File: src/rtl/add_4_seg_scan.sv
// rtl/add_4_seg_scan.sv - captures adder operands/result and scans them onto a 4-digit 7-segment display
// Optional build macro: LEADING_ZERO_BLANK_EN (darkens the tens digit when it is zero).
module add_4_seg_scan #(
    parameter int SCAN_DIV = 100000
) (
    input  logic       clk,
    input  logic       rst_n,
    input  logic       load,
    input  logic [3:0] in_0,
    input  logic [3:0] in_1,
    input  logic       cin,
    input  logic [3:0] sum,
    input  logic       cout,
    output logic [3:0] an,
    output logic [6:0] seg,
    output logic       dp
);

    localparam int PW = $clog2(SCAN_DIV);
    localparam logic [PW-1:0] PCNT_MAX = PW'(SCAN_DIV - 1);

    logic [3:0]    a_r;
    logic [3:0]    b_r;
    logic          c_r;
    logic [4:0]    res_r;
    logic [PW-1:0] pcnt;
    logic [1:0]    idx;
    logic          tick;

    logic [1:0] tens;
    logic [4:0] tens_off;
    logic [3:0] digit;
    logic [3:0] an_next;
    logic [6:0] seg_next;
    logic       dp_next;

    function automatic logic [6:0] font(input logic [3:0] d);
        case (d)
            4'h0: font = 7'h40;
            4'h1: font = 7'h79;
            4'h2: font = 7'h24;
            4'h3: font = 7'h30;
            4'h4: font = 7'h19;
            4'h5: font = 7'h12;
            4'h6: font = 7'h02;
            4'h7: font = 7'h78;
            4'h8: font = 7'h00;
            4'h9: font = 7'h10;
            4'hA: font = 7'h08;
            4'hB: font = 7'h03;
            4'hC: font = 7'h46;
            4'hD: font = 7'h21;
            4'hE: font = 7'h06;
            default: font = 7'h0E;
        endcase
    endfunction

    assign tick = (pcnt == PCNT_MAX);

    always_ff @(posedge clk or negedge rst_n) begin
        if (!rst_n) begin
            a_r   <= '0;
            b_r   <= '0;
            c_r   <= 1'b0;
            res_r <= '0;
        end else if (load) begin
            a_r   <= in_0;
            b_r   <= in_1;
            c_r   <= cin;
            res_r <= {cout, sum};
        end
    end

    always_ff @(posedge clk or negedge rst_n) begin
        if (!rst_n) begin
            pcnt <= '0;
            idx  <= 2'd0;
        end else begin
            pcnt <= tick ? '0 : pcnt + 1'b1;
            if (tick) begin
                idx <= idx + 2'd1;
            end
        end
    end

    // Result is at most 31, so a three-threshold compare replaces a divider.
    always_comb begin
        tens     = 2'd0;
        tens_off = 5'd0;
        if (res_r >= 5'd30) begin
            tens     = 2'd3;
            tens_off = 5'd30;
        end else if (res_r >= 5'd20) begin
            tens     = 2'd2;
            tens_off = 5'd20;
        end else if (res_r >= 5'd10) begin
            tens     = 2'd1;
            tens_off = 5'd10;
        end
    end

    always_comb begin
        digit   = 4'd0;
        dp_next = 1'b1;
        an_next = ~(4'b0001 << idx);
        case (idx)
            2'd0: digit = 4'(res_r - tens_off);
            2'd1: digit = {2'b00, tens};
            2'd2: begin
                digit   = b_r;
                dp_next = ~c_r;
            end
            default: digit = a_r;
        endcase
        seg_next = font(digit);
`ifdef LEADING_ZERO_BLANK_EN
        if (idx == 2'd1 && tens == 2'd0) begin
            seg_next = 7'h7F;
        end
`else
`endif
    end

    always_ff @(posedge clk or negedge rst_n) begin
        if (!rst_n) begin
            an  <= 4'b1111;
            seg <= 7'h7F;
            dp  <= 1'b1;
        end else begin
            an  <= an_next;
            seg <= seg_next;
            dp  <= dp_next;
        end
    end

endmodule

File: config.mk
export PLATFORM = sky130hd
export DESIGN_NAME = add_4_seg_scan
export DESIGN_NICKNAME = d
export VERILOG_FILES = /design/src/rtl/add_4_seg_scan.sv
export SDC_FILE = /design/constraint.sdc
export NUM_CORES = 1
export LEC_CHECK = 0
export ABC_AREA = 0
export BUFFER_PORTS_ARGS = -buffer_cell sky130_fd_sc_hd__buf_2
export CAP_MARGIN = 10
export CORE_MARGIN = 1.5
export CORE_UTILIZATION = 35
export CTS_CLUSTER_SIZE = 30
export DETAILED_ROUTE_END_ITERATION = 8
export PLACE_DENSITY_LB_ADDON = 0.15
export SLEW_MARGIN = 20
export SYNTH_ARGS = -nofsm -noshare
export SYNTH_HDL_FRONTEND = slang
export SYNTH_SLANG_ARGS = --single-unit
export TNS_END_PERCENT = 50
File: constraint.sdc
create_clock -name clk -period 7.3 [get_ports clk]
set_clock_uncertainty 0.1 [all_clocks]
set_input_delay 0.73 -clock clk [delete_from_list [all_inputs] [get_ports clk]]
set_output_delay 0.73 -clock clk [all_outputs]
set_load 0.01 [all_outputs]
==> results by group <==
Global route
  • Global-route wire length before repair: between 6000 and 7000 um
  • Antenna violations before repair: 0
  • Total congestion overflow: 0
  • Largest net degree at the start of global routing: 46
  • GR Util met2: between 20% and 30%
  • Met3 Use GR: roughly 3.3%
  • Gr usage total: 13.32%
  • Grt peak-use layer: met2
  • Vias in the first global route: between 1k and 1.5k
  • Met1 usage: between 15 and 20%

CTS
  • Root Buffer: clkbuf_8
  • Total CTS buffers: 5
  • CTS sink cnt: 45
  • CTS resizes: 0
  • H-tree depth: 2
  • CTS tree: yes
  • Clk Latency, worst-skew pair: roughly 300 ps
  • Clk buf depth: 2
  • Setup bufs post-CTS: 0
  • Reg clk slew, reported paths: around 90 ps
  • CTS Hold Buffers Added: 0

Floorplan
  • Die height: a little over 80 um
  • Ports: 29
  • Core area: 5991 um^2
  • Die width: roughly 82 um
  • Initial Utilization: approximately 37%
  • Row count: 28
  • Die Footprint: 6769 um^2

Logic synthesis
  • Number of synthesized flops with an enable pin: 0
  • Top FF cell, synth: dfrtp_1
  • Post-synthesis register bit count: 45
  • Async SR Flop Fraction: 100.0%
  • Synth warn: 0
  • Synthesized cell area: 2200 um^2
  • Sequential share of the synthesized area: about half
  • Syn avg cell area: between 10 and 15 um^2
  • Synthesized instance count: 200
  • Yosys cell types: 39
  • Post-Syn Nets: 230

Route
  • Vias per cell: roughly 4.7
  • Routed via count: between 1k and 1.5k
  • Antenna Nets Post-Route: 0
  • Initial detailed-routing violation count: 47
  • WL/cell: ~12 um
  • DR pass1 iterations: 4
  • Remaining DRCs: 0
  • DRT Wirelength: 3817 um

Timing
  • Fin. Hold Viols: 0
  • Min Tclk post-route: 2895 ps
  • WHS: approximately 300 ps
  • RSZ-0062 raised after global routing: false
  • Slew HR: roughly 62%
  • Worst-Margin Slew: approximately 570 ps
  • Setup TNS: 0 ps
  • Final setup fails: 0
  • Final slew viol count: 0
  • Tcrit/Tclk final: between 30% and 40%
  • Fmax: 345.4 MHz

Setup path
  • CP required: between 7000 and 8000 ps
  • Reg-to-reg critical path startpoint: res_r[4]$_DFFE_PN0P_
  • CP arrival: ~3000 ps
  • Worst r2r dst: seg[6]$_DFF_PN1_
  • Setup slack, reg-to-reg: 4400 ps
  • Reg2Reg Depth: 10
  • Critical path type: reg2reg
  • Max Fanout on Critical Path: 10
  • Worst Setup Start Kind: flop
  • Crit. End Element: flop

Pwr
  • Pwr dens: around 240 nW/um^2
  • Leakage: ~1.1 nW
  • Peak supply drop: about 0.10 mV
  • PnR Total Power: around 0.00060 W

Finish
  • Commonest non-fill, non-tap cells in the layout: 33 x dfrtp_1, 27 x buf_2, 18 x nor2_1
  • Fin nets: between 200 and 300
  • Ant. Diodes: 0
  • Leading cell type in the layout, fill and taps excluded: dfrtp_1
  • Share of cells above drive strength 1: between 20% and 30%
  • Area Overhead vs Synth: 14.90%

Placement
  • Routability Congestion: between 0.8 and 0.9
  • # port buffers: 28
  • Detailed Place HPWL: approximately 2700 um

Min path
  • HP Start: c_r$_DFFE_PN0P_
  • Hold Crit Depth: 1
  • Hold endpoint: dp$_DFF_PN1_
  • Worst Hold Class: reg2reg

Run status
  • Status: finished, final reports clean

Job
  • Max-cap violation count: 0
[state kept, by name (all words and copies together), names as in the netlist, 2 cells and up]
register	count
idx	2
pcnt	17
b_r	4
seg	7
res_r	5
an	4
a_r	4
[synth_stat cells (2+ instances only)]
cell type	number	area [um^2]
nand2_1	17	63.81
nor2b_1	2	12.51
nor3_1	3	15.01
nand4_1	5	31.28
o22ai_1	2	12.51
inv_1	14	52.55
xnor2_1	10	87.58
clkbuf_1	2	7.510
mux2i_1	4	40.04
o21ai_0	8	40.04
and3_1	3	18.77
mux2_2	10	112.6
buf_2	2	10.01
o21ai_2	2	17.52
nand3_1	12	60.06
nor2_1	18	67.56
a21oi_1	4	20.02
ha_1	12	150.1
xor2_1	7	61.31
dfrtp_1	33	825.8
dfstp_2	12	315.3
[how the worst max path moves through the flow]
stage	startpoint	slack, ps	cells after the start	end
2_1_floorplan	res_r[4]$_DFFE_PN0P_	4630	10	seg[6]$_DFF_PN1_
3_3_place_gp	res_r[4]$_DFFE_PN0P_	4460	10	seg[6]$_DFF_PN1_
3_5_place_dp	res_r[4]$_DFFE_PN0P_	4430	10	seg[6]$_DFF_PN1_
4_1_cts	res_r[4]$_DFFE_PN0P_	4400	10	seg[6]$_DFF_PN1_
5_1_grt	res_r[4]$_DFFE_PN0P_	4180	10	seg[6]$_DFF_PN1_
6_report	res_r[4]$_DFFE_PN0P_	4400	10	seg[6]$_DFF_PN1_
[power breakdown]
part | internal, W | total [W] | leakage, nW | switching [W]
Clock | 0.000112 | 0.000195 | 0.0585 | 0.0000829
Sequential | 0.000283 | 0.000291 | 0.542 | 0.00000833
Combinational | 0.0000499 | 0.000115 | 0.543 | 0.0000650
Total | 0.000444 | 0.000600 | 1.14 | 0.000156
[stage by stage]
stage               cells  util (%)  worst slack, ps  area [um^2]
floorplan             200         -             4633         2200
global placement      298     40.20             4457         2409
detailed placement    298     40.20             4432         2409
CTS                   306     42.15             4403         2525
global route          306     42.19             4181         2527
finish                306     42.19             4405         2527
[cell type report]
cell class	count	area, um^2
Multi-Input combinational cell	136	980.9
Sequential cell	45	1141
Tap cell	75	93.84
Timing Repair Buffer	28	142.6
Inverter	14	52.55
Fill cell	578	3463
Clock buffer	7	86.33
Clock inverter	1	30.03
[worst max-delay path, stage by stage, from the launching register on]
cell and delay (ps):
dfrtp_1 440, inv_1 100, maj3_1 380, a22o_1 200
ha_1 190, fa_1 440, a2bb2oi_1 170, o21ai_2 360
and2_1 230, a21oi_1 50, o21ai_0 160
[metal layers]
metal | wire length, um | part of all wire [%] | vias to the layer above
met2 | 1829 | 48 | 18
met4 | 74 | 1.9 | 0
met5 | 0 | 0 | -
met1 | 1791 | 47 | 682
met3 | 122 | 3.2 | 8
li1 | - | - | 739
[logic make-up (layout without fill, tap and decap cells)]
family | after synthesis | count (layout) | synth area share [%]
xor gates and xnor gates | 17 | 17 | 6.769
adders and majority gates | 14 | 14 | 8.191
and+or+nand+nor | 67 | 67 | 14.68
buffers and inverters | 19 | 50 | 3.527
AOI/OAI and AO/OA | 24 | 24 | 8.021
muxes | 14 | 14 | 6.940
DFF | 45 | 45 | 51.88
Note: power is estimated with default switching activity, not from simulation.
